## src/rtl/nibble_rx_if.sv

```systemverilog
// Serial nibble receive bus: line input plus the parallel load port it drives.
interface nibble_rx_if;
  logic       rx;
  logic [3:0] d;
  logic       load;
  logic       err;
  logic       busy;

  modport master (output rx, input d, load, err, busy);
  modport slave  (input rx, output d, load, err, busy);
endinterface

```

## src/rtl/nibble_rx.sv

```systemverilog
// Framed serial nibble receiver (start, 4 data LSB first, [parity], stop) feeding a load register.
// Define NIBBLE_RX_PARITY_EN to expect an even-parity bit after data bit 3.
module nibble_rx #(
  parameter int unsigned CLKS_PER_BIT = 4
) (
  input logic        clk,
  input logic        rstn,
  nibble_rx_if.slave bus
);

  localparam int unsigned CntW = (CLKS_PER_BIT > 2) ? $clog2(CLKS_PER_BIT) : 1;
  localparam logic [CntW-1:0] HalfLast = CntW'(CLKS_PER_BIT / 2 - 1);
  localparam logic [CntW-1:0] BitLast  = CntW'(CLKS_PER_BIT - 1);
  localparam logic [CntW-1:0] CntOne   = CntW'(1);

  typedef enum logic [2:0] {
    StIdle     = 3'd0,
    StStart    = 3'd1,
    StData     = 3'd2,
    StStop     = 3'd3,
    StWaitHigh = 3'd4
`ifdef NIBBLE_RX_PARITY_EN
    ,
    StParity   = 3'd5
`endif
  } state_e;

  state_e          state_q, state_d;
  logic [CntW-1:0] cnt_q, cnt_d;
  logic [1:0]      idx_q, idx_d;
  logic [3:0]      sr_q, sr_d;
  logic [3:0]      d_q, d_d;
  logic            load_q, load_d;
  logic            err_q, err_d;
  logic            busy_q, busy_d;
`ifdef NIBBLE_RX_PARITY_EN
  logic            par_err_q, par_err_d;
`endif

  always_ff @(posedge clk or negedge rstn) begin
    if (!rstn) begin
      state_q   <= StIdle;
      cnt_q     <= '0;
      idx_q     <= '0;
      sr_q      <= '0;
      d_q       <= '0;
      load_q    <= 1'b0;
      err_q     <= 1'b0;
      busy_q    <= 1'b0;
`ifdef NIBBLE_RX_PARITY_EN
      par_err_q <= 1'b0;
`endif
    end else begin
      state_q   <= state_d;
      cnt_q     <= cnt_d;
      idx_q     <= idx_d;
      sr_q      <= sr_d;
      d_q       <= d_d;
      load_q    <= load_d;
      err_q     <= err_d;
      busy_q    <= busy_d;
`ifdef NIBBLE_RX_PARITY_EN
      par_err_q <= par_err_d;
`endif
    end
  end

  always_comb begin
    state_d   = state_q;
    cnt_d     = cnt_q + CntOne;
    idx_d     = idx_q;
    sr_d      = sr_q;
    d_d       = d_q;
    load_d    = 1'b0;
    err_d     = 1'b0;
`ifdef NIBBLE_RX_PARITY_EN
    par_err_d = par_err_q;
`endif

    case (state_q)
      StIdle: begin
        cnt_d = '0;
`ifdef NIBBLE_RX_PARITY_EN
        par_err_d = 1'b0;
`endif
        if (!bus.rx) state_d = StStart;
      end
      StStart: begin
        // Mid-bit re-check: a start that has gone high again is a glitch, not an error.
        if (cnt_q == HalfLast) begin
          cnt_d   = '0;
          idx_d   = '0;
          state_d = bus.rx ? StIdle : StData;
        end
      end
      StData: begin
        if (cnt_q == BitLast) begin
          cnt_d = '0;
          sr_d  = {bus.rx, sr_q[3:1]};
          idx_d = idx_q + 2'd1;
          if (idx_q == 2'd3) begin
`ifdef NIBBLE_RX_PARITY_EN
            state_d = StParity;
`else
            state_d = StStop;
`endif
          end
        end
      end
`ifdef NIBBLE_RX_PARITY_EN
      StParity: begin
        if (cnt_q == BitLast) begin
          cnt_d     = '0;
          par_err_d = ^{bus.rx, sr_q};
          state_d   = StStop;
        end
      end
`endif
      StStop: begin
        if (cnt_q == BitLast) begin
          cnt_d = '0;
          if (!bus.rx) begin
            err_d   = 1'b1;
            state_d = StWaitHigh;
          end
`ifdef NIBBLE_RX_PARITY_EN
          else if (par_err_q) begin
            err_d   = 1'b1;
            state_d = StIdle;
          end
`endif
          else begin
            d_d     = sr_q;
            load_d  = 1'b1;
            state_d = StIdle;
          end
        end
      end
      StWaitHigh: begin
        // A line held low after a bad stop must not be mistaken for a new start bit.
        cnt_d = '0;
        if (bus.rx) state_d = StIdle;
      end
      default: state_d = StIdle;
    endcase

    busy_d = (state_d != StIdle);
  end

  assign bus.d    = d_q;
  assign bus.load = load_q;
  assign bus.err  = err_q;
  assign bus.busy = busy_q;

endmodule

```

## src/flat_wrapper.sv

```systemverilog
// flat-port wrapper written by rule: the top's interface ports become plain ports
module nibble_rx_flat 
#(
  parameter int unsigned CLKS_PER_BIT = 4
)
  (clk, rstn, bus_rx, bus_d, bus_load, bus_err, bus_busy);
  nibble_rx_if bus_i ();
  input logic clk;
  input logic rstn;
  input wire logic [$bits(bus_i.rx)-1:0] bus_rx;
  output wire logic [$bits(bus_i.d)-1:0] bus_d;
  output wire logic [$bits(bus_i.load)-1:0] bus_load;
  output wire logic [$bits(bus_i.err)-1:0] bus_err;
  output wire logic [$bits(bus_i.busy)-1:0] bus_busy;
  assign bus_i.rx = bus_rx;
  assign bus_d = bus_i.d;
  assign bus_load = bus_i.load;
  assign bus_err = bus_i.err;
  assign bus_busy = bus_i.busy;
  nibble_rx #(.CLKS_PER_BIT(CLKS_PER_BIT)) u_core (.clk(clk), .rstn(rstn), .bus(bus_i));
endmodule
```

## config.mk

```make
export PLATFORM = sky130hd
export DESIGN_NAME = nibble_rx_flat
export DESIGN_NICKNAME = d
export VERILOG_FILES = /design/src/rtl/nibble_rx_if.sv /design/src/rtl/nibble_rx.sv /design/src/flat_wrapper.sv
export SDC_FILE = /design/constraint.sdc
export NUM_CORES = 1
export LEC_CHECK = 0
export CAP_MARGIN = 20
export CORE_UTILIZATION = 30
export CTS_BUF_LIST = sky130_fd_sc_hd__clkbuf_8
export DETAILED_ROUTE_END_ITERATION = 8
export HOLD_SLACK_MARGIN = 0.15
export PLACE_DENSITY_LB_ADDON = 0.2
export SYNTH_ARGS = -nofsm -noshare
export SYNTH_HDL_FRONTEND = slang
export SYNTH_SLANG_ARGS = --single-unit
```

## constraint.sdc

```tcl
create_clock -name clk -period 1.9 [get_ports clk]
set_input_delay 0.57 -clock clk [delete_from_list [all_inputs] [get_ports clk]]
set_output_delay 0.57 -clock clk [all_outputs]
set_load 0.05 [all_outputs]
```

Word level (Yosys, flattened, before mapping)
Index checks and enable logic that the tools add are counted.
W data, S select, Z words.
{"block": "totals", "register_bits": 18, "latchBits": 0, "ramBits": 0, "mem_bits_ro": 0, "in_bits": 3, "output_inout_bits": 7, "memories": 0}
{"block": "op_classes", "add_sub_neg": 2, "n_mul": 0, "n_div": 0, "magnitude_cmp": 0, "eq_ne": 9, "shifts": 0, "mux": 21, "bitwise_logic": 0, "reduce_logical": 8}
{"op": "$mux W3", "count": 7}
{"op": "$pmux W3 S5", "count": 1}
{"op": "$mux W2", "count": 5}
{"op": "$eq A3 B2 Y1 const B", "count": 2}
{"op": "$mux W1", "count": 6}
{"op": "$pmux W2 S3", "count": 1}
{"op": "$reduce_and A3 Y1", "count": 2}
{"op": "$add A2 B1 Y2 const B", "count": 2}
{"op": "$eq A2 B2 Y1 const B", "count": 2}
{"op": "$ne A2 B1 Y1 const B", "count": 2}
{"op": "$pmux W2 S2", "count": 1}
{"op": "$reduce_or A2 Y1", "count": 2}
{"op": "$eq A3 B1 Y1 const B", "count": 1}
{"op": "$eq A3 B3 Y1 const B", "count": 1}
{"op": "$logic_not A3 Y1", "count": 1}
{"op": "$reduce_bool A3 Y1", "count": 1}
{"op": "$eq A2 B1 Y1 const B", "count": 1}
{"op": "$reduce_and A2 Y1", "count": 1}
{"op": "$reduce_bool A2 Y1", "count": 1}

Logic depth before layout (Yosys ltp)
{"block": "logic_depth", "word_depth": 5, "depth_mapped": 5}

Worst setup path after synthesis
Ideal clock, no wire load.
{"block": "synth_path", "path_type": "flip-flop to flip-flop", "start": "register u_core.cnt_q[0]", "end": "register u_core.sr_q[0]", "setup_ns": 0.125, "t_arrival_ns": 1.329, "required_ns": 1.775, "slack_ns": 0.446, "stages_incl_launch_ff": 6, "path_cell_list": "dfrtp_1 > ha_1 > nor2b_4 > and3_1 > buf_6 > mux2_4"}
{"block": "synth_via", "elab_chain_len": 2}
{"item": "from (decl)", "line": "nibble_rx.sv:29", "source": "logic [CntW-1:0] cnt_q, cnt_d;"}
{"item": "from (signal assigned)", "line": "nibble_rx.sv:55", "source": "cnt_q <= cnt_d;"}
{"item": "$eq A2 B2 Y1", "line": "nibble_rx.sv:97", "source": "if (cnt_q == BitLast) begin"}
{"item": "$reduce_and A2 Y1 (no line)"}
{"item": "to (signal assigned)", "line": "nibble_rx.sv:57", "source": "sr_q <= sr_d;"}
{"item": "to (decl)", "line": "nibble_rx.sv:31", "source": "logic [3:0] sr_q, sr_d;"}
Every way passes these cells.
A chain may end at the register's enable or synchronous reset.

Worst setup path after layout
Ends and elaborated chain as after synthesis.

==> metrics.md <==
| Metric | Value |
|---|---|
| Status | finished with violations |
| Failing checks | DRC |
| Relative slew slack | 0.735 |
| Vias in the first global route | 638 |
| Number of flops mapped to enable cells by yosys | 0 |
| Hold Buf Count CTS | 0 |
| Hold EP | u_core.bus.d[2] |
| Cells after DPL | 117 |
| Peak supply drop | 0.589 mV |
| Non-filler instance count after layout | 121 |
| CTS max path bufs | 2 |
| Critical Path RT | 2.04 ns |
| Die ar. | between 0.003 and 0.004 mm² |
| Die width | 57.0 µm |
| Worst R2R Path Depth | 4 |
| Rows | 19 |
| Crit Reg-Reg Startpoint | u_core.cnt_q[0] |
| Post-route DRC | 4 |
| Syn nets | 86 |
| Commonest cells post-synth | dfrtp_1 (18), inv_1 (8), a21oi_1 (5), ha_1 (5) |
| Area Overhead vs Synth | 17.4% |
| TritonCTS clock tree | done |
| Clk Latency, worst-skew pair | 0.25 ns |
| RSZ-0062 raised after global routing | no |
| Max-Cap Viols | 0 |
| Setup TNS | 0 ns |
| Leakage | 0.000532 µW |
| Drt initial violations | 23 |
| Crit path max fanout | 5 |
| Worst slew pin tran | 0.397 ns |
| Crit path DAT | 1.75 ns |
| Initial antenna violation count | 0 |
| Final Hold Vio Count | 0 |
| Final GP Congestion | between 0.6 and 0.7 |
| Nets@finish | 99 |
| PostCTS Resize Cnt | 0 |
| First-pass GRT wire length | 2.91 mm |
| Synthesis-stage register bit count | 18 |
| Hold Startpoint | u_core.bus.d[2] |
| Vias | roughly 600 |
| HP Class | reg -> reg |
| Syn Std Cell Area | about 910 µm² |
| CP startpoint kind | flop |
| Syn_area_per_cell | ~12 µm² |
| Port-buffer cells | 9 |
| Antenna Violating Nets Remaining | 0 |
| Postcts setup bufs | 0 |
| Share of Yosys cell area claimed by the top area cell type | 0.497 |
| Sequential-to-total area share from yosys stat | 0.497 |
| WHS Path Cells | 1 |
| Distinct cells, synth | 31 |
| Final Max Tran Viols | 0 |
| Critical Path Sink Type | flop |
| Root Buffer | clkbuf_8 |
| Worst R2R Setup Slack | slightly below 0.3 ns |
| GRT Total Usage | 0.120 |
| Top cells by area, synth | dfrtp_1 (50%), ha_1 (6.9%), mux2_4 (6.6%), mux2_2 (5.0%), inv_1 (3.3%) |
| Ys flop type | dfrtp_1 |
| H-tree depth | 1 |
| Final WL | 1.65 mm |
| Max Fclk | between 600 and 700 MHz |
| Post-synth ARST share | 1.00 |
| # setup viols final | 0 |
| Largest net degree at the start of global routing | 19 |
| Leading area contributor after synthesis | dfrtp_1 |
| I/O pin count | 10 |
| HPWL Detailed | 1.15 mm |
| Power Total | roughly 1600 µW |
| Final Cycle Share | 0.844 |
| Layout cells sized above 1 | 0.267 |
| Average wire per standard cell | 13.7 µm |
| CTS sink count | 18 |
| Reg2reg end | u_core.sr_q[0] |
| Grt total ovfl | 0 |
| Ant diodes | 0 |
| Die height | 57.0 µm |
| Crit path kind | reg -> reg |
| Fin Clk Skew | around 0.0012 ns |
| Core Region | 0.00281 mm² |
| Fillcell total | 290 |
| CTS Buf Count | 3 |
| Synth Warn # | 0 |
| Synth Instances | 78 |
| Crit path time final | 1.60 ns |
| PwrDens | 1480 mW/mm² |
| Initial core utilization | 0.323 |
| DR vias/cell | between 4 and 5 |
| CTS clk-pin slew, worst paths | 0.07 ns |
| Cell with the most instances after synthesis | dfrtp_1 |
| Drt pass-1 iters | 6 |
## layer usage
| layer | GRT usage | wire [µm] |
|---|---|---|
| met1 | 0.149 | 785 |
| met2 | 0.190 | 760 |
| met3 | 0.0499 | 87 |
| met4 | 0.0418 | 20 |
| met5 | 0 | 0 |
## final cells by class
cell class	count	area [µm²]	share of cell area
Tap cell	31	38.8	0.0364
Inverter	8	30.0	0.0282
Timing Repair Buffer	12	95.1	0.0893
Multi-Input combinational cell	48	395	0.371
Clock buffer	4	55.1	0.0517
Sequential cell	18	450	0.423
## registers in the layout (all words and copies together) (netlist names)
name             cells
u_core.idx_q         2
u_core.cnt_q         2
u_core.bus.err       1
u_core.state_q       3
u_core.bus.load      1
u_core.bus.d         4
u_core.sr_q          4
u_core.bus.busy      1
## cells in the final DEF, fill, tap and decap left out, types with 2 or more instances in the layout
| cell | count |
|---|---|
| dfrtp_1 | 18 |
| buf_4 | 10 |
| inv_1 | 8 |
| a21oi_1 | 5 |
| ha_1 | 5 |
| mux2_2 | 4 |
| mux2_4 | 4 |
| clkbuf_8 | 4 |
| nand2_1 | 3 |
| o21ai_0 | 3 |
| nand2b_1 | 2 |
| nor2_1 | 2 |
| o22ai_1 | 2 |
| nand4_1 | 2 |
| clkdlybuf4s50_1 | 2 |
## worst max path at each step
| stage | depth (start not counted) | to | start |
|---|---|---|---|
| final | 4 | u_core.sr_q[0] | u_core.cnt_q[0] |
| after global routing | 4 | u_core.sr_q[0] | u_core.cnt_q[0] |
| after CTS | 4 | u_core.sr_q[3] | u_core.cnt_q[0] |
| after detailed placement | 3 | u_core.bus.d[3] | bus_rx |
| after global placement | 3 | u_core.bus.d[0] | bus_rx |
| after floorplan | 5 | u_core.sr_q[0] | u_core.cnt_q[0] |
## critical path: stages (launching register included)
cell     delay, ns
dfrtp_1       0.42
ha_1          0.23
nor2b_4       0.17
and3_1        0.34
mux2_4        0.33
## cells by family (layout without fill, tap and decap cells)
logic type	count (synthesis)	after routing	share of synthesized area
buffers and inverters	12	24	0.0676
AO/OA/AOI/OAI	14	14	0.0910
multiplexers	9	9	0.127
flip-flops	18	18	0.497
adder cells (fa/ha/maj)	5	5	0.0690
AND/OR/NAND/NOR	20	20	0.149
## power by group
part           total, µW  internal, µW  switching, µW
registers            664           511            154
logic                593           277            316
clock network        317           184            133
total               1570           972            603
## per-stage QoR
stage / utilization / hold slack, ns / instance area, µm² / worst slack [ns]
after detailed placement: 0.360 / 0.498 / 1010 / 0.0705
after CTS: 0.380 / 0.515 / 1060 / 0.253
after floorplan: - / 0.274 / 907 / 0.446
final: 0.380 / 0.517 / 1060 / 0.296
after global placement: 0.360 / 0.495 / 1010 / 0.0985
after global routing: 0.380 / 0.545 / 1060 / 0.190
Note: power is estimated with default switching activity, not from simulation.
